**config.mk**
```make
export PLATFORM = sky130hd
export DESIGN_NAME = pipe_wb_bank
export DESIGN_NICKNAME = d
export VERILOG_FILES = /design/src/rtl/pipe_wb_bank.sv
export SDC_FILE = /design/constraint.sdc
export NUM_CORES = 1
export LEC_CHECK = 0
export BUFFER_PORTS_ARGS = -buffer_cell sky130_fd_sc_hd__buf_2
export CORE_ASPECT_RATIO = 1.25
export CORE_MARGIN = 5
export CORE_UTILIZATION = 42
export CTS_CLUSTER_DIAMETER = 80
export CTS_CLUSTER_SIZE = 20
export DETAILED_ROUTE_END_ITERATION = 16
export GPL_TIMING_DRIVEN = 0
export PLACE_DENSITY = 0.76
export SETUP_SLACK_MARGIN = 0.05
export SYNTH_ARGS = -nofsm -noshare
export SYNTH_HDL_FRONTEND = slang
export SYNTH_SLANG_ARGS = --single-unit
```
**constraint.sdc**
```tcl
create_clock -name clk -period 2 [get_ports clk]
set_clock_uncertainty 0.2 [all_clocks]
set_input_delay 0.4 -clock clk [delete_from_list [all_inputs] [get_ports clk]]
set_output_delay 0.4 -clock clk [all_outputs]
set_load 0.05 [all_outputs]
```
**src/rtl/pipe_wb_bank.sv**
```systemverilog
// pipe_wb_bank: multi-channel MEM/WB pipeline register. It sanitises each
// write record (x0 suppression, duplicate-destination resolution and idle
// zeroing), follows the core stall-vector protocol, and keeps saturating
// hold and bubble counters for the performance monitor.
module pipe_wb_bank #(
  parameter int STAGE   = 4,
  parameter int STALL_W = 6,
  parameter int NCH     = 2,
  parameter int AW      = 5,
  parameter int DW      = 32,
  parameter int CNT_W   = 16
) (
  input  logic               clk,
  input  logic               rst,
  input  logic [STALL_W-1:0] stall,
  input  logic               flush,
  input  logic [NCH*AW-1:0]  mem_reg_waddr,
  input  logic [NCH-1:0]     mem_we,
  input  logic [NCH*DW-1:0]  mem_reg_wdata,
  output logic [NCH*AW-1:0]  wb_reg_waddr,
  output logic [NCH-1:0]     wb_we,
  output logic [NCH*DW-1:0]  wb_reg_wdata,
  output logic               wb_any_we,
  output logic               dup_err,
  output logic [CNT_W-1:0]   hold_cnt,
  output logic [CNT_W-1:0]   bubble_cnt
);

  logic [NCH*AW-1:0] waddr_q, waddr_d;
  logic [NCH*DW-1:0] wdata_q, wdata_d;
  logic [NCH-1:0]    we_q, we_d;
  logic [NCH-1:0]    we_raw, kill;
  logic              any_q, dup_q, dup_d;
  logic [CNT_W-1:0]  hold_q, bubble_q;

  logic stall_here, stall_down;
  assign stall_here = stall[STAGE];
  assign stall_down = stall[STAGE+1];

  // Sanitise the incoming records. A channel loses its write if it targets
  // x0 or if a younger (higher-index) channel writes the same register.
  always_comb begin
    we_raw  = '0;
    kill    = '0;
    we_d    = '0;
    waddr_d = '0;
    wdata_d = '0;
    for (int i = 0; i < NCH; i++)
      we_raw[i] = mem_we[i] && (mem_reg_waddr[i*AW +: AW] != '0);
    for (int i = 0; i < NCH; i++)
      for (int j = i + 1; j < NCH; j++)
        if (we_raw[i] && we_raw[j] &&
            (mem_reg_waddr[i*AW +: AW] == mem_reg_waddr[j*AW +: AW]))
          kill[i] = 1'b1;
    we_d  = we_raw & ~kill;
    dup_d = |kill;
    for (int i = 0; i < NCH; i++) begin
      if (we_d[i]) begin
        waddr_d[i*AW +: AW] = mem_reg_waddr[i*AW +: AW];
        wdata_d[i*DW +: DW] = mem_reg_wdata[i*DW +: DW];
      end
    end
  end

  // Register update by priority: reset, flush, bubble, hold, load.
  always_ff @(posedge clk) begin
    if (rst) begin
      waddr_q  <= '0;
      wdata_q  <= '0;
      we_q     <= '0;
      any_q    <= 1'b0;
      dup_q    <= 1'b0;
      hold_q   <= '0;
      bubble_q <= '0;
    end else if (flush) begin
      waddr_q <= '0;
      wdata_q <= '0;
      we_q    <= '0;
      any_q   <= 1'b0;
    end else if (stall_here && !stall_down) begin
      waddr_q <= '0;
      wdata_q <= '0;
      we_q    <= '0;
      any_q   <= 1'b0;
      if (bubble_q != '1) bubble_q <= bubble_q + 1'b1;
    end else if (stall_here) begin
      if (hold_q != '1) hold_q <= hold_q + 1'b1;
    end else begin
      waddr_q <= waddr_d;
      wdata_q <= wdata_d;
      we_q    <= we_d;
      any_q   <= |we_d;
      if (dup_d) dup_q <= 1'b1;
    end
  end

  assign wb_reg_waddr = waddr_q;
  assign wb_reg_wdata = wdata_q;
  assign wb_we        = we_q;
  assign wb_any_we    = any_q;
  assign dup_err      = dup_q;
  assign hold_cnt     = hold_q;
  assign bubble_cnt   = bubble_q;

endmodule

```
# Yosys cells after proc, flatten, opt, wreduce, memory -nomap -nowiden

Index checks and enable logic that the tools add are counted.
W data, S select, Z words.

Register bits: 110
Logic and storage cells: 35

Reductions and logical operators: 13
Mux-type cells: 5
Bitwise gates (word level): 5
Equality and inequality tests: 3
Add/sub/neg operators: 2

Operators with widths:

| cell                    | count |
|---|---|
| $mux W32                | 2 |
| $add A16 B1 Y16 const B | 2 |
| $ne A16 B16 Y1 const B  | 2 |
| $mux W5                 | 2 |
| $reduce_bool A5 Y1      | 2 |
| $reduce_and A4 Y1       | 2 |
| $eq A5 B5 Y1            | 1 |
| $logic_and A1 B1 Y1     | 5 |
| $not A1 Y1              | 3 |
| $reduce_and A3 Y1       | 1 |
| $reduce_or A3 Y1        | 1 |
| $and A2 B2 Y2           | 1 |
| $not A1 Y2              | 1 |
| $reduce_or A2 Y1        | 1 |
| $logic_not A1 Y1        | 1 |
| $mux W1                 | 1 |

# Longest topological paths before layout

Word-level depth: 8
Gate-level depth with buffers: 7

# Least setup slack after synthesis

No wires, ideal clock.

Path kind: register to register
From: reg bubble_q[0], in the netlist bubble_cnt[0]
To: reg bubble_q[0], in the netlist bubble_cnt[0]
Required time: 1.672 ns
Setup slack: -0.529 ns
Cell stages (with the launch flop): 7
Arrival time: 2.201 ns
Library setup time: 0.128 ns
Cell sequence: dfxtp_1 > ha_1 > nand3_1 > nor4_1 > nor2_1 > xnor2_1 > nor2_1

Word-level cells in the longest chain between the ends: 2

RTL lines:

| element                                                                 | RTL line | source |
|---|---|---|
| start: declaration                                                      | 34       | `logic [CNT_W-1:0] hold_q, bubble_q;` |
| start signal: assignment                                                | 85       | `if (bubble_q != '1) bubble_q <= bubble_q + 1'b1;` |
| parallel branches: the longest is 2 deep, another holds $add A16 B1 Y16 | n/a      |  |

Several ways; the timed one is not identified.
A chain may end at the register's enable or synchronous reset.

# Worst setup path after layout

From: reg hold_q[12], in the netlist hold_cnt[12]
To: reg hold_q[9], in the netlist hold_cnt[9]

Word-level cells in the longest chain between the ends: 2

RTL lines:

| element                     | RTL line | source |
|---|---|---|
| start: declaration          | 34       |  |
| start signal: assignment    | 87       | `if (hold_q != '1) hold_q <= hold_q + 1'b1;` |
| $ne A16 B16 Y1              | 87       |  |
| $reduce_and A4 Y1 (no line) | n/a      |  |

Every way passes these cells.

==> results.json <==
{
  "outcome": "complete, no violations",
  "clockBufferDepth": 2,
  "h-tree-depth": 3,
  "power_frac_clock_pct": 41.7,
  "place_hpwl_um": 9580,
  "async_flop_share_pct": 0,
  "cts.sinks": 110,
  "slew_headroom_pct": 67.2,
  "drive_above_1_share_pct": 41.7,
  "cellPowerDensity_nw_per_um2": 740,
  "num_vias": 4357,
  "routed_wl_um": 12900,
  "hold_violations": 0,
  "grtUsageTotal_pct": 19.9,
  "power_frac_seq_pct": 48.8,
  "critPathSlowestCell": "or4_4",
  "internal_power_w": 0.00344,
  "drcViolationCount": 0,
  "die_height_um": 123,
  "synth_cell_types": 44,
  "synth_simple_gate_area_share_pct": 21.6,
  "grt_pass1_vias": 4126,
  "route.detailed.vias_per_inst": 5.35,
  "ys_ff_latch": 110,
  "rows": 41,
  "clk_latency_ns": 0.34,
  "synth_flop_cell": "dfxtp_1",
  "setup_violations": 0,
  "combPwrFrac_pct": 9.5,
  "drt_pass1_iterations": 4,
  "crit_chain": "nand3_2, or4_4, o21ai_4, nor4_1, mux2_1",
  "synth-seq-area-share_pct": 51.3,
  "antenna_left": 0,
  "numCtsBuffers": 9,
  "antenna_found_initial": 0,
  "swShare_pct": 24.3,
  "grt_pass1_wl_um": 19900,
  "crit_required_ns": 2.03,
  "synth.top_cell.area_share_pct": 51.3,
  "die-area_um2": 12300,
  "synthMuxAreaShare_pct": 0.263,
  "fmax_mhz": 512,
  "met1_usage_pct": 23.3,
  "stdcell_count": 815,
  "p_leak_nw": 2.69,
  "worstMarginPinSlew_ns": 0.491,
  "synth_top_area_cell": "dfxtp_1",
  "core_um2": 10100,
  "synth-compound-area-share_pct": 17.2,
  "holdCritPathClass": "in2reg",
  "synth_fa_ha_area_share_pct": 0.583,
  "dp.cells": 788,
  "maxCapViolations": 0,
  "final_area_um2": 6150,
  "synth.area.top_cells": "dfxtp_1 (51%), a22o_1 (7.6%), a21oi_1 (6.1%)",
  "gr-usage-met2_pct": 35.6,
  "synth_nets": 558,
  "initial_core_util_pct": 42.7,
  "post-route-min-period_ns": 1.95,
  "power.switching_w": 0.00111,
  "die_x_um": 100,
  "drt_iter0_drc": 193,
  "ioPinCount": 195,
  "grt_max_degree": 19,
  "cts.clk_slew.worst_paths_ns": 0.07,
  "cts_tree": "yes",
  "final_util_pct": 61.1,
  "clockRootBuffer": "clkbuf_16",
  "arrival_ns": 1.98,
  "nets": 768,
  "end_kind": "flip-flop",
  "fin_crit_sh_pct": 97.6,
  "crit_type": "reg2reg",
  "peakVddDrop_uv": 408,
  "rsz0062_at_grt": "yes",
  "cp_top_family": "simple AND/OR/NAND/NOR gates",
  "timing.setup.tns_ns": 0,
  "placed_cell_area_um2": 5560,
  "grtUsageMet3_pct": 4.51,
  "overflow": 0,
  "area_growth_pct": 43.3,
  "place.gp.congestion": 0.854,
  "insertedDiodeCount": 0,
  "synth_xor_area_share_pct": 5.11,
  "route.detailed.wl_per_inst_um": 15.8,
  "crit_path_max_incr_delay_ns": 0.54,
  "synth_area_per_cell_um2": 9.11,
  "synth_edf_count": 0,
  "cp_max_fo": 5,
  "crit_buf_inv": 0,
  "synthesis.area_um2": 4290,
  "synth_cells": 471,
  "synth_top_family_by_area": "simple AND/OR/NAND/NOR gates",
  "grt-busiest-layer": "met2",
  "portBuffers": 188,
  "drv_slew": 0,
  "start_kind": "flip-flop",
  "yosysWarnings": 0
}
## area by class of cell
cell class                 count  area [µm²]
fill                         873        3910
sequential                   110        2280
multi-input combinational    325        2100
timing repair buffer         200        1090
clock buffer                  11         264
buffer                        30         173
tap                          129         161
clock inverter                 5        63.8
inverter                       5        18.8
## per-layer routing
metal  routed length, µm  part of all wire, %
met5                   0                    0
met4                 185                  1.4
met3                 895                  6.9
met2                6740                   52
met1                5080                   39
## power by group through the flow
stage | Sequential (W) | Clock, W | Combinational, W
after floorplan | 0.00237 | 0 | 0.000145
after global placement | 0.00227 | 0 | 0.000401
after CTS | 0.00222 | 0.00193 | 0.000419
after global routing | 0.00222 | 0.00202 | 0.000465
final | 0.00222 | 0.00190 | 0.000433
after detailed placement | 0.00227 | 0 | 0.000410
## placed cells by master (no fill, tap or decap), types with 3 or more instances in the layout
cell	n
a21oi_1	52
a22o_1	37
and3_1	6
buf_1	6
buf_2	186
buf_4	9
buf_6	6
clkbuf_1	13
clkbuf_16	12
clkbuf_2	4
dfxtp_1	80
dfxtp_2	14
dfxtp_4	16
inv_1	4
nand2_1	45
nand3_1	40
nand3_2	3
nand4_1	8
nor2_1	39
nor3_1	10
nor4_1	3
nor4_2	3
nor4_4	5
o21ai_0	7
or3_1	6
xnor2_1	22
xor2_1	3
## worst paths after layout
path	start	end	slack [ns]	cells after the start
max	hold_cnt[12]	hold_cnt[9]	0.05	5
min	mem_reg_wdata[20]	wb_reg_wdata[20]	0.07	2
max reg2reg	hold_cnt[12]	hold_cnt[9]	0.05	5
min reg2reg	wb_we[0]	wb_we[0]	0.26	1
## synthesized netlist by cell type (2+ instances only)
cell type / instances
dfxtp_1: 110
a21oi_1: 52
nand2_1: 47
nand3_1: 43
nor2_1: 39
a22o_1: 37
xnor2_1: 22
clkbuf_1: 19
nor3_1: 10
nor4_1: 10
nand4_1: 8
and3_1: 7
o21ai_0: 7
or3_1: 7
buf_1: 6
inv_1: 5
buf_6: 3
or4_1: 3
xor2_1: 3
a2111oi_2: 2
a211oi_1: 2
and4_1: 2
buf_2: 2
ha_1: 2
nand2b_1: 2
o21ai_1: 2
o21ai_2: 2
## through the flow
stage | power [W] | worst slack, ns | hold WS, ns
final | 0.00455 | 0.0484 | 0.0694
after global routing | 0.00471 | -0.00305 | 0.0610
after CTS | 0.00457 | 0.0385 | 0.0571
after detailed placement | 0.00268 | -0.479 | 0.239
after global placement | 0.00267 | -0.388 | 0.232
after floorplan | 0.00251 | -0.0671 | 0.333
## what timing repair did
| action | 4_1_cts | 5_1_grt |
|---|---|---|
| buffers inserted | 4 | 6 |
| resized for setup | 11 | 24 |
| hold endpoints to repair | 0 | 0 |
| pin swaps | 1 | 25 |
| hold buffers | 0 | 0 |
| setup endpoints to repair | 55 | 65 |
| cloned | 0 | 2 |
## registers in the layout (all words and copies together) (netlist names)
signal,flops
wb_reg_wdata,64
bubble_cnt,16
hold_cnt,16
wb_reg_waddr,10
wb_we,2
dup_err,1
wb_any_we,1
## worst reg2reg max path, stage by stage (launching register included)
cell and delay (ns):
dfxtp_4 0.38, nand3_2 0.15, or4_4 0.54, o21ai_4 0.18, nor4_1 0.08, mux2_1 0.31
## logic make-up after synthesis
family / Yosys count
buffers and inverters: 36
muxes: 1
adders and majority gates: 2
DFF: 110
xor gates and xnor gates: 25
AOI/OAI and AO/OA: 110
and+or+nand+nor: 187
Note: power is estimated with default switching activity, not from simulation.
